## src/rtl/sap1_controller_if.sv

```systemverilog
// Control bundle between the SAP-1 sequencer and its datapath.
// Handshake: none; run gates sequencing, every control line is a level valid for the current cycle.
interface sap1_controller_if;
    logic       run;
    logic [3:0] opcode;
    logic       pc_inc;
    logic       pc_en;
    logic       mar_load;
    logic       ram_en;
    logic       ir_load;
    logic       ir_en;
    logic       a_load;
    logic       a_en;
    logic       alu_sub;
    logic       alu_en;
    logic       b_load;
    logic       out_load;
    logic [5:0] t_state;
    logic       halted;

    modport master (
        input  run, opcode,
        output pc_inc, pc_en, mar_load, ram_en, ir_load, ir_en,
               a_load, a_en, alu_sub, alu_en, b_load, out_load,
               t_state, halted
    );

    modport slave (
        output run, opcode,
        input  pc_inc, pc_en, mar_load, ram_en, ir_load, ir_en,
               a_load, a_en, alu_sub, alu_en, b_load, out_load,
               t_state, halted
    );
endinterface

```

## src/rtl/sap1_controller.sv

```systemverilog
// SAP-1 control sequencer: one-hot T-state ring plus opcode decode into the
// per-cycle control word; owns halt and run gating.
module sap1_controller #(
    parameter logic [3:0] OP_LDA    = 4'h0,
    parameter logic [3:0] OP_ADD    = 4'h1,
    parameter logic [3:0] OP_SUB    = 4'h2,
    parameter logic [3:0] OP_OUT    = 4'hE,
    parameter logic [3:0] OP_HLT    = 4'hF,
    parameter bit         EARLY_END = 1'b0
) (
    input logic              clk,
    input logic              rst,
    sap1_controller_if.master bus
);

    typedef enum logic [5:0] {
        T1 = 6'b000001,
        T2 = 6'b000010,
        T3 = 6'b000100,
        T4 = 6'b001000,
        T5 = 6'b010000,
        T6 = 6'b100000
    } t_state_e;

    t_state_e state_q, state_d;
    logic     halted_q, halted_d;

    logic pc_inc, pc_en, mar_load, ram_en, ir_load, ir_en;
    logic a_load, a_en, alu_sub, alu_en, b_load, out_load;

    logic is_lda, is_add, is_sub, is_out, is_hlt, is_nop;

    assign is_lda = (bus.opcode == OP_LDA);
    assign is_add = (bus.opcode == OP_ADD);
    assign is_sub = (bus.opcode == OP_SUB);
    assign is_out = (bus.opcode == OP_OUT);
    assign is_hlt = (bus.opcode == OP_HLT);
    assign is_nop = !(is_lda || is_add || is_sub || is_out || is_hlt);

    always_ff @(posedge clk or negedge rst) begin
        if (!rst) begin
            state_q  <= T1;
            halted_q <= 1'b0;
        end else begin
            state_q  <= state_d;
            halted_q <= halted_d;
        end
    end

    // Only one bus driver is ever selected because each T-state decodes at most one source.
    always_comb begin
        state_d  = state_q;
        halted_d = halted_q;
        pc_inc   = 1'b0;
        pc_en    = 1'b0;
        mar_load = 1'b0;
        ram_en   = 1'b0;
        ir_load  = 1'b0;
        ir_en    = 1'b0;
        a_load   = 1'b0;
        a_en     = 1'b0;
        alu_sub  = 1'b0;
        alu_en   = 1'b0;
        b_load   = 1'b0;
        out_load = 1'b0;
        if (rst && bus.run && !halted_q) begin
            case (state_q)
                T1: begin
                    pc_en    = 1'b1;
                    mar_load = 1'b1;
                    state_d  = T2;
                end
                T2: begin
                    pc_inc  = 1'b1;
                    state_d = T3;
                end
                T3: begin
                    ram_en  = 1'b1;
                    ir_load = 1'b1;
                    state_d = T4;
                end
                T4: begin
                    if (is_lda || is_add || is_sub) begin
                        ir_en    = 1'b1;
                        mar_load = 1'b1;
                    end else if (is_out) begin
                        a_en     = 1'b1;
                        out_load = 1'b1;
                    end
                    // HLT parks the ring in T4 for good; only reset leaves it.
                    if (is_hlt)
                        halted_d = 1'b1;
                    else if (EARLY_END && (is_out || is_nop))
                        state_d = T1;
                    else
                        state_d = T5;
                end
                T5: begin
                    if (is_lda) begin
                        ram_en = 1'b1;
                        a_load = 1'b1;
                    end else if (is_add || is_sub) begin
                        ram_en = 1'b1;
                        b_load = 1'b1;
                    end
                    state_d = (EARLY_END && is_lda) ? T1 : T6;
                end
                T6: begin
                    if (is_add || is_sub) begin
                        alu_en  = 1'b1;
                        a_load  = 1'b1;
                        alu_sub = is_sub;
                    end
                    state_d = T1;
                end
                default: state_d = T1;
            endcase
        end
    end

    assign bus.pc_inc   = pc_inc;
    assign bus.pc_en    = pc_en;
    assign bus.mar_load = mar_load;
    assign bus.ram_en   = ram_en;
    assign bus.ir_load  = ir_load;
    assign bus.ir_en    = ir_en;
    assign bus.a_load   = a_load;
    assign bus.a_en     = a_en;
    assign bus.alu_sub  = alu_sub;
    assign bus.alu_en   = alu_en;
    assign bus.b_load   = b_load;
    assign bus.out_load = out_load;
    assign bus.t_state  = state_q;
    assign bus.halted   = halted_q;

endmodule

```

## src/flat_wrapper.sv

```systemverilog
// flat-port wrapper written by rule: the top's interface ports become plain ports
module sap1_controller_flat 
#(
    parameter logic [3:0] OP_LDA    = 4'h0,
    parameter logic [3:0] OP_ADD    = 4'h1,
    parameter logic [3:0] OP_SUB    = 4'h2,
    parameter logic [3:0] OP_OUT    = 4'hE,
    parameter logic [3:0] OP_HLT    = 4'hF,
    parameter bit         EARLY_END = 1'b0
)
  (clk, rst, bus_run, bus_opcode, bus_pc_inc, bus_pc_en, bus_mar_load, bus_ram_en, bus_ir_load, bus_ir_en, bus_a_load, bus_a_en, bus_alu_sub, bus_alu_en, bus_b_load, bus_out_load, bus_t_state, bus_halted);
  sap1_controller_if bus_i ();
  input logic clk;
  input logic rst;
  input wire logic [$bits(bus_i.run)-1:0] bus_run;
  input wire logic [$bits(bus_i.opcode)-1:0] bus_opcode;
  output wire logic [$bits(bus_i.pc_inc)-1:0] bus_pc_inc;
  output wire logic [$bits(bus_i.pc_en)-1:0] bus_pc_en;
  output wire logic [$bits(bus_i.mar_load)-1:0] bus_mar_load;
  output wire logic [$bits(bus_i.ram_en)-1:0] bus_ram_en;
  output wire logic [$bits(bus_i.ir_load)-1:0] bus_ir_load;
  output wire logic [$bits(bus_i.ir_en)-1:0] bus_ir_en;
  output wire logic [$bits(bus_i.a_load)-1:0] bus_a_load;
  output wire logic [$bits(bus_i.a_en)-1:0] bus_a_en;
  output wire logic [$bits(bus_i.alu_sub)-1:0] bus_alu_sub;
  output wire logic [$bits(bus_i.alu_en)-1:0] bus_alu_en;
  output wire logic [$bits(bus_i.b_load)-1:0] bus_b_load;
  output wire logic [$bits(bus_i.out_load)-1:0] bus_out_load;
  output wire logic [$bits(bus_i.t_state)-1:0] bus_t_state;
  output wire logic [$bits(bus_i.halted)-1:0] bus_halted;
  assign bus_i.run = bus_run;
  assign bus_i.opcode = bus_opcode;
  assign bus_pc_inc = bus_i.pc_inc;
  assign bus_pc_en = bus_i.pc_en;
  assign bus_mar_load = bus_i.mar_load;
  assign bus_ram_en = bus_i.ram_en;
  assign bus_ir_load = bus_i.ir_load;
  assign bus_ir_en = bus_i.ir_en;
  assign bus_a_load = bus_i.a_load;
  assign bus_a_en = bus_i.a_en;
  assign bus_alu_sub = bus_i.alu_sub;
  assign bus_alu_en = bus_i.alu_en;
  assign bus_b_load = bus_i.b_load;
  assign bus_out_load = bus_i.out_load;
  assign bus_t_state = bus_i.t_state;
  assign bus_halted = bus_i.halted;
  sap1_controller #(.OP_LDA(OP_LDA), .OP_ADD(OP_ADD), .OP_SUB(OP_SUB), .OP_OUT(OP_OUT), .OP_HLT(OP_HLT), .EARLY_END(EARLY_END)) u_core (.clk(clk), .rst(rst), .bus(bus_i));
endmodule
```

## config.mk

```make
export PLATFORM = sky130hd
export DESIGN_NAME = sap1_controller_flat
export DESIGN_NICKNAME = d
export VERILOG_FILES = /design/src/rtl/sap1_controller_if.sv /design/src/rtl/sap1_controller.sv /design/src/flat_wrapper.sv
export SDC_FILE = /design/constraint.sdc
export NUM_CORES = 1
export LEC_CHECK = 0
export ABC_AREA = 1
export CORE_AREA = 4 4 45 54
export DETAILED_ROUTE_END_ITERATION = 8
export DIE_AREA = 0 0 49 58
export PLACE_DENSITY = 0.67
export SLEW_MARGIN = 10
export SYNTH_ARGS = -nofsm -noshare
export SYNTH_HDL_FRONTEND = slang
export SYNTH_SLANG_ARGS = --single-unit
```

## constraint.sdc

```tcl
create_clock -name clk -period 4.24 [get_ports clk]
set_input_delay 0.848 -clock clk [delete_from_list [all_inputs] [get_ports clk]]
set_output_delay 0.848 -clock clk [all_outputs]
set_load 0.03 [all_outputs]
```

-- Yosys cells after proc, flatten, opt, wreduce, memory -nomap -nowiden
Cells that the tools add are included.
- register bits after elaboration: 7
- output and inout port bits: 19
- logic and storage cells: 54
- eq/ne operators: 11
- mux-type cells: 32
- reduce and logical (&&, ||, !) cells: 9
- operators by type and width (kind ; number):
    case mux 6 bit (5 select lines) ; 1
    two-way mux 1 bit ; 27
    == test 4 bit (second input constant) ; 2
    == test 6 x 1 -> 1 bit (second input constant) ; 1
    == test 6 x 2 -> 1 bit (second input constant) ; 1
    == test 6 x 3 -> 1 bit (second input constant) ; 1
    == test 6 x 4 -> 1 bit (second input constant) ; 1
    == test 6 x 5 -> 1 bit (second input constant) ; 1
    == test 6 bit (second input constant) ; 1
    two-way mux 6 bit ; 1
    case mux 1 bit (2 select lines) ; 3
    == test 4 x 1 -> 1 bit (second input constant) ; 1
    == test 4 x 2 -> 1 bit (second input constant) ; 1
    logical NOT 4 bit ; 1
    logical OR 1 bit ; 3
    AND reduction 3 bit ; 1
    logical AND 1 bit ; 2
    inequality test 2 bit (second input constant) ; 1
    AND reduction 2 bit ; 1
    logical NOT 1 bit ; 1

-- Depth between registers and ports, before layout
Gate-level depths: netlist of run 1.
- word-level depth: 6
- mapped depth: 8
- depth with buffers taken out: 8

-- Worst setup path before layout of run 1
Ideal clock, no wire load.
- kind: in2out
- start: in rst
- end: out bus_out_load
- arrival time: 2443 ps
- slack: 949 ps
- stages: 5
- path buffers: 1
- cells stage by stage: nand3_4 -> inv_2 -> nand3_1 -> nor4_1 -> buf_4
- cells in the longest elaborated chain, start to end: 3
- ends and longest elaborated chain (item ; line ; source):
    from (decl) ; flat_wrapper.sv:14 ; input logic rst;
    logical AND 1 bit (2 in series) ; sap1_controller.sv:66 ; if (rst && bus.run && !halted_q) begin
    two-way mux 1 bit ; - ;
    to (decl) ; flat_wrapper.sv:28 ; output wire logic [$bits(bus_i.out_load)-1:0] bus_out_load;
Every way passes these cells.

-- Worst setup path in the final report of run 1
- start: in rst
- end: out bus_out_load
- cells in the longest elaborated chain, start to end: 3
- ends and longest elaborated chain (item ; line):
    logical AND 1 bit (2 in series) ; sap1_controller.sv:66
    two-way mux 1 bit ; sap1_controller.sv:66
Every way passes these cells.

==> results of run 1 <==
==> final timing paths <==
kind / endpoint / depth (start not counted)
setup / recovery: bus_out_load / 6
hold / removal: u_core.bus.halted / 2
setup reg to reg: u_core.bus.t_state[4] / 5
hold reg to reg: u_core.bus.halted / 2
max in group asynchronous: u_core.bus.t_state[0] / 2
min in group asynchronous: u_core.bus.t_state[2] / 2
==> worst reg2reg max path, delay by kind of cell (launching register included) <==
| kind | cells | cell delay [ns] |
|---|---|---|
| compound gates | 2 | 0.33 |
| simple gates | 3 | 0.44 |
| flops | 1 | 0.46 |
==> cell families after synthesis <==
| group | count (synthesis) | share of synthesized area (%) |
|---|---|---|
| simple gates | 47 | 47.0 |
| buf+inv | 13 | 9.55 |
| compound gates | 9 | 11.4 |
| flops | 7 | 32.0 |
==> layout make-up <==
class                           instances  area [um2]  share of cell area (%)
Clock buffer                            4        26.3                    3.09
Timing Repair Buffer                   26         258                    30.3
Inverter                               12        45.0                    5.29
Tap cell                               19        23.8                    2.79
Sequential cell                         7         176                    20.7
Multi-Input combinational cell         56         322                    37.8
==> metrics by stage <==
step,total power [uW],std cells,area (um2)
5_1_grt,150,124,851
3_5_place_dp,80.6,120,825
6_report,142,124,851
3_3_place_gp,80.4,120,825
2_1_floorplan,70.7,76,551
4_1_cts,143,124,851
==> registers in the layout, summed over array words and instances (netlist names) <==
signal,flops
u_core.bus.t_state,6
u_core.bus.halted,1
==> where the power goes <==
part | internal, uW | switching (uW)
registers | 66.9 | 0
logic | 6.45 | 5.93
clock network | 36.0 | 26.4
total | 109 | 32.4
==> routing by layer <==
metal / track usage [%] / routed length [um] / vias up
met4: 6.92 / 43 / 0
met5: 0 / 0 / -
met3: 3.60 / 118 / 4
met1: 12.9 / 652 / 276
met2: 17.5 / 668 / 24
li1: - / - / 309
==> placed cells by master, fill, tap and decap left out, types with 3 or more instances in the layout <==
master,Yosys,layout
nand4_1,4,4
nor2_2,3,3
nand3_1,7,7
inv_2,3,3
clkdlybuf4s50_1,0,25
inv_1,9,9
clkbuf_4,0,3
o21ai_1,4,4
nand2_1,10,10
dfrtp_1,6,6
nor2_1,14,14
==> impl_metrics.ini, run 1 <==
[finish]
fin_nets = 113
antenna_cells = 0
nFillCells = 194
fin_util_pct = 45.5
area_growth_pct = 54.5
drive_above_1_share_pct = 17.1

[critical_path]
path_max_fanout = 8
critPathSlowestCell = clkdlybuf4s50_1
worstPathCellList = clkdlybuf4s50_1, nand3_4, inv_2, nand3_1, nor4_1, clkdlybuf4s50_1
critical_path_buf_inv_count = 3
r2r_start = u_core.bus.t_state[5]
worstPathRequired_ns = 3.39
max_stage_delay_ns = 0.74
startpoint = rst
critPathKind = input port to output pin
crit_top_cell = clkdlybuf4s50_1
cp.arrival_ns = 2.78
cp-end-kind = output pin
crit_family = buffers and inverters
cp-start-kind = input port
r2r_slack_ns = 2.94

[power]
leakage_uw = 0.000351
powerDensity_nw_per_um2 = 167
vdd_drop_max_v = 0.0000952

[sta]
worst_slew_pin_slew_ns = 0.348
hold_slack_ns = 0.497
slew_viol_final = 0
finalCritPeriodShare_pct = 85.5
skew_ns = 0.00837
period_minus_slack_ns = 3.63
hold_viol_final = 0
fmax_ghz = 0.276
setup_tns_ns = 0
fin_ws_ns = 0.613
slew_headroom_pct = 76.6
rsz0062_at_grt = false
setup_viol = 0

[route]
wire_per_inst_um = 12.0
drt.antenna.violating_nets = 0
drtPass1Iterations = 4
drt-total-wl_mm = 1.48
drt_iter0_markers = 12
via_per_inst = 4.94
vias = 613
post-route-drc-count = 0

[clock_network]
numCtsBuffers = 3
insertion_delay_ns = 0.26
cts_setup_buffers = 0
cts_tree = done
clockBufferDepth = 2
cts_max_level = 1
ctsResizeCount = 0
clkTransAtPathRegs_ns = 0.05
postCtsHoldBufs = 0
clkSinkCount = 7
cts_root_buf = clkbuf_4

[global_route]
grt_pass1_wl_mm = 2.51
grt_max_degree = 9
first_global_vias = 597
grt_overflow = 0
grt_usage_pct = 11.1
antenna_found_initial = 0

[die]
rows = 17
dieArea_um2 = 2840
design.core.area_um2 = 1870
die_x_um = 49
die_h_um = 58
io_pins = 26
initial_core_util_pct = 29.4

[synthesis]
synth_ff_type = dfrtp_1
synth_most_common_cell = nor2_1
synth_edf_count = 0
synth-seq-area-share_pct = 32.0
synthArstFlopShare_pct = 100
syn_area_per_cell_um2 = 7.24
yosysTopAreaCell = dfrtp_1
ys_ff_latch = 7
syn_inst = 76
synth.distinct_cells = 22
synth_common_cells = nor2_1 (14), nand2_1 (10), inv_1 (9)
yosys.area.top_type_share_pct = 27.3
netlist_top_cells_area = dfrtp_1 (27%), nor2_1 (9.5%), nand2_1 (6.8%), nand3_1 (6.4%), nand3_4 (6.4%)
syn_area_um2 = 551
yosysWarnings = 0
synth_nets = 83

[job]
maxCapViolCount = 0

[placed_design]
gp_congestion = 0.816
post-place-ws_ns = 0.610
dp_hpwl_mm = 1.19
io_buffer_count = 25

[outcome]
run_status = completed

[hold_path]
min_from = u_core.bus.halted
hold_class = register to register
Power figures use the tool's default switching activity.
==> run 2, diff against run 1 <==
--- a/config.mk
+++ b/config.mk
@@ -5,11 +5,11 @@
 export SDC_FILE = /design/constraint.sdc
 export NUM_CORES = 1
 export LEC_CHECK = 0
-export ABC_AREA = 1
-export CORE_AREA = 4 4 45 54
+export CORE_AREA = 4 4 46 57
 export DETAILED_ROUTE_END_ITERATION = 8
-export DIE_AREA = 0 0 49 58
-export PLACE_DENSITY = 0.67
+export DIE_AREA = 0 0 50 61
+export GPL_TIMING_DRIVEN = 0
+export PLACE_DENSITY = 0.66
 export SLEW_MARGIN = 10
 export SYNTH_ARGS = -nofsm -noshare
 export SYNTH_HDL_FRONTEND = slang
==> constraint.sdc (replaced) <==
create_clock -name clk -period 4.24 [get_ports clk]
set_input_delay 0.424 -clock clk [delete_from_list [all_inputs] [get_ports clk]]
set_output_delay 0.424 -clock clk [all_outputs]
set_load 0.03 [all_outputs]
==> run 2 against run 1 <==
Largest power group unchanged. Clock-buffer cell count stayed put. Total power grew 13%. Critical path type unchanged. Sequential share of layout area down 1.5 points. Design area is 7.9% higher. Clock power up 3.4%. Critical endpoint is now bus_alu_sub. Sequential power grew 3%. Register-to-register slack got worse by 0.11 ns. Highest routed layer unchanged. Largest cell class unchanged. Non-clock buffer count is 3 higher.
==> impl_metrics.ini, run 2 <==
[critical_path]
crit_family = buffers and inverters
cp-end-kind = output pin
crit_top_cell = clkdlybuf4s50_1
critical_path_buf_inv_count = 2
cp-start-kind = input port
cp.arrival_ns = 2.83
critPathSlowestCell = clkdlybuf4s50_1
worstPathRequired_ns = 3.82
r2r_slack_ns = 2.83
worstPathCellList = clkdlybuf4s50_1, nand3b_4, nor3_4, nand3_1, nor4b_1, clkdlybuf4s50_1
path_max_fanout = 10
critPathKind = input port to output pin
max_stage_delay_ns = 0.77

[finish]
area_growth_pct = 52.0
final_common_cell = clkdlybuf4s50_1
antenna_cells = 0
fin_util_pct = 44.8
nFillCells = 218
postLayoutCellArea_um2 = 918
largest_reg_flops = 6
multiInputGateArea_um2 = 392
final_cell_mix = clkdlybuf4s50_1 (25), nor2_1 (9), a21oi_1 (7), dfrtp_1 (6)
drive_above_1_share_pct = 12.9
ff_latch_area_um2 = 176
fin_nets = 109

[synthesis]
ys_ff_latch = 7
yosysTopAreaCell = dfrtp_1
synth_ff_type = dfrtp_1
netlist_top_cells_area = dfrtp_1 (25%), a21oi_1 (5.8%), nor2_1 (5.6%), dfstp_2 (4.3%), nor2b_1 (4.1%)
yosys.area.top_type_share_pct = 24.8
synth-seq-area-share_pct = 29.2
synth_edf_count = 0
synth_most_common_cell = nor2_1
yosysWarnings = 0
synth_common_cells = nor2_1 (9), a21oi_1 (7), dfrtp_1 (6)
synthArstFlopShare_pct = 100
synth.distinct_cells = 36
synth_nets = 79
syn_inst = 72
syn_area_per_cell_um2 = 8.39
syn_area_um2 = 604

[global_route]
first_global_vias = 669
grt_usage_pct = 13.4
antenna_found_initial = 0
grt_max_degree = 11
grt_pass1_wl_mm = 3.07
grt_overflow = 0

[sta]
slew_viol_final = 0
period_minus_slack_ns = 3.26
slew_headroom_pct = 67.9
hold_slack_ns = 0.490
worst_slew_pin_slew_ns = 0.480
setup_tns_ns = 0
hold_viol_final = 0
skew_ns = 0.00637
finalCritPeriodShare_pct = 76.8
rsz0062_at_grt = false
fmax_ghz = 0.307
setup_viol = 0

[clock_network]
insertion_delay_ns = 0.26
cts_setup_buffers = 0
numCtsBuffers = 3
clockBufferDepth = 2
cts_root_buf = clkbuf_4
cts_tree = done
postCtsHoldBufs = 0
cts_max_level = 1
clkTransAtPathRegs_ns = 0.06
clkSinkCount = 7
ctsResizeCount = 0

[power]
power_uw = 160
vdd_drop_max_v = 0.0000957
powerDensity_nw_per_um2 = 175
leakage_uw = 0.000346

[placed_design]
gp_congestion = 0.856
io_buffer_count = 25
dp_hpwl_mm = 1.31
placed_area_um2 = 892

[job]
maxCapViolCount = 0

[route]
drt-total-wl_mm = 1.74
post-route-drc-count = 0
vias = 648
wire_per_inst_um = 13.3
drt.antenna.violating_nets = 0
drtPass1Iterations = 4
drt_iter0_markers = 7
via_per_inst = 4.95

[die]
design.core.area_um2 = 2050
io_pins = 26
dieArea_um2 = 3050
die_x_um = 50
rows = 18
die_h_um = 61
initial_core_util_pct = 29.5

[hold_path]
hold_class = input port to asynchronous set/reset pin

[outcome]
run_status = completed
==> run 2: cell count changes in the layout (fill, tap and decap cells not counted), sizes merged, moves of 2 or more <==
cell,previous run,this run
nand3,9,2
inv,12,2
nand2,12,5
buf,1,3
nor3,0,3
a21oi,1,7
nor2,19,9
nor3b,1,3
nor2b,0,4
nand4,4,2
nand2b,0,3
==> run 2: per-layer routing <==
metal / vias up / part of all wire [%] / GRT usage, %
met3: 4 / 4.8 / 1.97
met5: - / 0 / 0
li1: 321 / - / -
met1: 296 / 45 / 15.9
met2: 27 / 48 / 22.8
met4: 0 / 2.2 / 8.30
==> run 2: kinds of logic after synthesis <==
logic type / Yosys count / synth area share [%]
AND/OR/NAND/NOR: 40 / 45.1
multiplexers: 1 / 1.66
XOR/XNOR: 2 / 2.90
buffers and inverters: 6 / 6.00
AO/OA/AOI/OAI: 16 / 15.1
flip-flops: 7 / 29.2
==> run 2: worst paths after layout <==
check | startpoint | to | cells past startpoint
setup / recovery | rst | bus_alu_sub | 6
hold / removal | rst | u_core.bus.t_state[1] | 1
setup reg to reg | u_core.bus.t_state[0] | u_core.bus.t_state[1] | 4
hold reg to reg | u_core.bus.halted | u_core.bus.halted | 2
max in group asynchronous | rst | u_core.bus.t_state[0] | 1
min in group clk | u_core.bus.halted | u_core.bus.halted | 2
==> run 2: per-stage QoR <==
step | cells | setup WS (ns)
final | 131 | 0.983
after global routing | 131 | 0.790
after CTS | 131 | 0.961
after detailed placement | 127 | 0.995
after global placement | 127 | 1.01
after floorplan | 72 | 1.72
==> run 2: final cells by class <==
class	count	share of cell area, %
tap	30	4.09
buffer	4	3.13
sequential	7	19.2
inverter	2	0.817
clock buffer	4	2.86
multi-input combinational	59	42.6
timing repair buffer	25	27.2
==> run 2: report_power, final <==
part           switching, uW  internal (uW)
Sequential             0.616           68.2
Clock                   28.4           36.2
Combinational           15.1           11.9
Total                   44.1            116
==> run 2: worst register-to-register path, cell delays in order, from the launching register on <==
cell and delay (ns):
dfstp_2 0.52, buf_2 0.20, nor4_4 0.08, a31oi_1 0.32
mux2i_1 0.22
==> run 3, diff against run 2 <==
==> constraint.sdc (replaced) <==
create_clock -name clk -period 3.3 [get_ports clk]
set_input_delay 0.33 -clock clk [delete_from_list [all_inputs] [get_ports clk]]
set_output_delay 0.33 -clock clk [all_outputs]
set_load 0.03 [all_outputs]
==> results of run 3 <==
The final DEF is identical to that of run 2. Status: completed.
Main changes from that run: setup slack after placement 0.995 ns -> 0.243 ns; setup slack after layout 0.983 ns -> 0.231 ns; hold slack 0.490 ns -> 0.396 ns; register-to-register setup slack 2.83 ns -> 1.89 ns; total power 160 uW -> 206 uW; worst IR drop on VDD 0.0000957 V -> 0.000123 V
